File: src/rtl/mul_sequencer.sv
// Multi-cycle shift-add multiply controller for the EX stage.
// Stalls the pipeline while a MUL iterates and presents the low WIDTH product bits.
module mul_sequencer #(
    parameter int         WIDTH      = 32,
    parameter logic [3:0] MUL_CODE   = 4'b0100,
    parameter bit         EARLY_EXIT = 1'b0
) (
    input  logic             clk_i,
    input  logic             rst_i,
    input  logic             valid_i,
    input  logic [3:0]       ALUCtrl_i,
    input  logic             flush_i,
    input  logic [WIDTH-1:0] data1_i,
    input  logic [WIDTH-1:0] data2_i,
    output logic             stall_o,
    output logic             busy_o,
    output logic             done_o,
    output logic [WIDTH-1:0] result_o
);
    localparam int CW = $clog2(WIDTH) + 1;

    typedef enum logic [1:0] {IDLE, RUN, DONE} state_t;

    state_t           state;
    logic [WIDTH-1:0] mcand;
    logic [WIDTH-1:0] mplier;
    logic [WIDTH-1:0] acc;
    logic [CW-1:0]    cnt;
    logic             start;
    logic             last;
    logic [WIDTH-1:0] acc_nxt;

    assign start   = (state == IDLE) && valid_i && (ALUCtrl_i == MUL_CODE) && !flush_i;
    assign acc_nxt = mplier[0] ? acc + mcand : acc;
    // Early exit looks at the multiplier after this cycle's shift.
    assign last    = (cnt == CW'(WIDTH - 1)) ||
                     (EARLY_EXIT && ((mplier >> 1) == '0));

    // Combinational so the MUL is frozen in EX from its very first cycle.
    assign stall_o = start || (state == RUN);
    assign busy_o  = (state != IDLE);

    always_ff @(posedge clk_i) begin
        if (!rst_i) begin
            state    <= IDLE;
            mcand    <= '0;
            mplier   <= '0;
            acc      <= '0;
            cnt      <= '0;
            done_o   <= 1'b0;
            result_o <= '0;
        end else begin
            done_o <= 1'b0;
            case (state)
                IDLE: begin
                    if (start) begin
                        mcand  <= data1_i;
                        mplier <= data2_i;
                        acc    <= '0;
                        cnt    <= '0;
                        state  <= RUN;
                    end
                end
                RUN: begin
                    if (flush_i) begin
                        state <= IDLE;
                    end else begin
                        acc    <= acc_nxt;
                        mcand  <= mcand << 1;
                        mplier <= mplier >> 1;
                        cnt    <= cnt + 1'b1;
                        if (last) begin
                            state    <= DONE;
                            done_o   <= 1'b1;
                            result_o <= acc_nxt;
                        end
                    end
                end
                DONE:    state <= IDLE;
                default: state <= IDLE;
            endcase
        end
    end
endmodule

File: config.mk
export PLATFORM = sky130hd
export DESIGN_NAME = mul_sequencer
export DESIGN_NICKNAME = d
export VERILOG_FILES = /design/src/rtl/mul_sequencer.sv
export SDC_FILE = /design/constraint.sdc
export NUM_CORES = 1
export LEC_CHECK = 0
export ABC_CLOCK_PERIOD_IN_PS = 3300
export BUFFER_PORTS_ARGS = -buffer_cell sky130_fd_sc_hd__buf_4
export CAP_MARGIN = 10
export CORE_ASPECT_RATIO = 0.5
export CORE_MARGIN = 1
export CORE_UTILIZATION = 40
export CTS_BUF_LIST = sky130_fd_sc_hd__clkbuf_16
export DETAILED_ROUTE_END_ITERATION = 6
export GPL_TIMING_DRIVEN = 0
export PLACE_DENSITY = 0.61
export SETUP_SLACK_MARGIN = 0.1
export SLEW_MARGIN = 0
export SYNTH_ARGS = -nofsm -noshare
export SYNTH_HDL_FRONTEND = slang
export SYNTH_SLANG_ARGS = --single-unit
export TNS_END_PERCENT = 5
File: constraint.sdc
create_clock -name clk_i -period 3.3 [get_ports clk_i]
set_input_delay 0.33 -clock clk_i [delete_from_list [all_inputs] [get_ports clk_i]]
set_output_delay 0.33 -clock clk_i [all_outputs]
set_load 0.1 [all_outputs]
==> flow_metrics.tcl <==
set metrics [dict create \
    cts_resized 0 \
    wl_per_cell_um 18.6 \
    final_hold_viol_count 0 \
    cts_tree "yes" \
    ff_latch_area_um2 2740 \
    cts-root-buf "clkbuf_16" \
    cp-end-kind "register" \
    synthDistinctLibCells 80 \
    clock_latency_ns 0.42 \
    die_area_um2 19100 \
    irDropWorstVdd_mv 0.371 \
    n_antenna_cell 0 \
    worst_setup_path_start_kind "register" \
    reg2reg_slack_ns 0.35 \
    tns_ns 0 \
    synth_top_area_share_pct 37.0 \
    power.leakage_nw 3.66 \
    max_slew_margin_pct 39.5 \
    syn_area_per_cell_um2 8.27 \
    grt_usage_pct 24.9 \
    netlist_instances 896 \
    numCtsBuffers 17 \
    finalWeightedCongestion 0.889 \
    core_um2 17700 \
    status "completed" \
    drtIter0Drc 535 \
    grt_max_degree 17 \
    grt_pass1_vias 6700 \
    whs_ns 0.156 \
    htree_levels 4 \
    synth_edf_count 0 \
    syn-cell-area_um2 7410 \
    synth-async-reset-ratio_pct 0 \
    area_delta_synth_final_pct 22.9 \
    worst_pin_slew_ns 0.904 \
    drive_above_1_share_pct 16.7 \
    yosys-top-cells-area "dfxtp_1 37%, a21oi_1 7.8%, a22oi_1 6.0%" \
    die_w_um 195 \
    synth_seq_area_share_pct 37.0 \
    drc 0 \
    syn_nets 1001 \
    clock-sinks 137 \
    nFillCells 1758 \
    critPathMaxFanout 4 \
    finalCriticalPeriod_ns 2.95 \
    place_area_um2 8500 \
    maxCapViolations 0 \
    cts.clk_slew.worst_paths_ns 0.06 \
    arrival_ns 3.28 \
    holdBufCountCts 0 \
    antenna_left 0 \
    synth_top_area_cell "dfxtp_1" \
    ios 107 \
    synth_top_flop_cell "dfxtp_1" \
    die-height_um 98.3 \
    grt_setup_unrepaired "yes" \
    grt_antenna_before_repair 0 \
    p_per_area_nw_per_um2 423 \
    fmax_mhz 339 \
    nets 1126 \
    drv_slew 0 \
    via_count 7272 \
    firstDrtPassIters 5 \
    cts_buffer_depth 2 \
    setup_viol_count_final 0 \
    initial_core_util_pct 41.8 \
    post_cts_buffers 0 \
    multi_input_area_um2 4310 \
    finalCritPeriodShare_pct 89.4 \
    vias_per_cell 5.74 \
    yosysWarnings 0 \
    layout_common_cells "137 x dfxtp_1, 114 x a21oi_1, 108 x buf_4" \
    portBuffers 106 \
    dp_hpwl_mm 17.4 \
    rows 34 \
    wl_mm 23.5 \
    final_area_um2 9110 \
    clock_skew_ns 0.00755 \
    overflow 0 \
    yosys_register_bits 137 \
    required_ns 3.63 \
    final_common_cell "dfxtp_1" \
    critical_path_class "register to register" \
    hp-class "input pin to register" \
    grt_pass1_wl_mm 36.9 \
]
## state kept, by name (all words and copies together) (netlist names)
| name | count |
|---|---|
| mplier | 32 |
| cnt | 6 |
| acc | 32 |
| result_o | 32 |
| state | 2 |
| done_o | 1 |
| mcand | 32 |
## routing by layer
layer / track usage (%) / vias to the layer above / wire (um)
met5: 0 / - / 0
met4: 7.39 / 0 / 340
met3: 5.84 / 23 / 2050
met2: 38.5 / 241 / 10200
met1: 34.5 / 3465 / 11000
li1: - / 3543 / -
## layout make-up
type,instances,share of cell area [%]
buffer,66,3.67
clock inverter,13,1.98
clock buffer,17,4.67
timing repair buffer,106,8.74
multi-input combinational,686,47.3
sequential,137,30.1
tap,234,3.21
inverter,7,0.288
## kinds of logic (layout without fill, tap and decap cells)
logic type,Yosys count,count (layout),synth area share [%]
fa+ha+maj,33,33,5.67
compound gates,320,320,28.1
xor+xnor,28,28,3.31
mux,27,27,3.66
simple gates,278,278,17.4
flops,137,137,37.0
buf+inv,73,209,4.86
## cells in the mapped netlist, drive strengths merged (11+ instances only)
cell and count:
a211oi 34, a21o 14, a21oi 116, a22oi 59
buf 22, clkbuf 43, dfxtp 137, ha 32
mux2i 26, nand2 103, nand3 24, nand4 11
nor2 87, o21ai 37, xor2 18
## worst paths after layout
kind         depth (start not counted)            to  startpoint
max                                 10  result_o[30]    mcand[0]
min                                  3      mcand[0]  data1_i[0]
max reg2reg                         10  result_o[30]    mcand[0]
min reg2reg                          2    mplier[23]  mplier[23]
## per-stage QoR
step	total power, mW	util (%)	cells	setup WS [ns]
floorplan	1.78	-	896	0.838
global placement	1.88	47.9	1236	0.191
detailed placement	1.88	47.9	1236	0.213
CTS	3.88	51.3	1266	0.190
global route	3.97	51.4	1266	0.0929
finish	3.85	51.4	1266	0.351
## critical path, cell delays in order, from the launching register on
cell and delay [ns]:
dfxtp_1 0.35, ha_1 0.25, fa_1 0.44, a211oi_1 0.33, o21ai_1 0.21, a21o_1 0.27, o211ai_1 0.31, nand2_1 0.15
a21boi_1 0.19, xor2_1 0.09, a311oi_1 0.25
## where the power goes
group / internal [mW] / switching (mW) / leakage [nW]
Clock: 1.25 / 0.754 / 0.298
Sequential: 1.66 / 0.00781 / 1.10
Combinational: 0.0816 / 0.0913 / 2.25
Note: power is estimated with default switching activity, not from simulation.
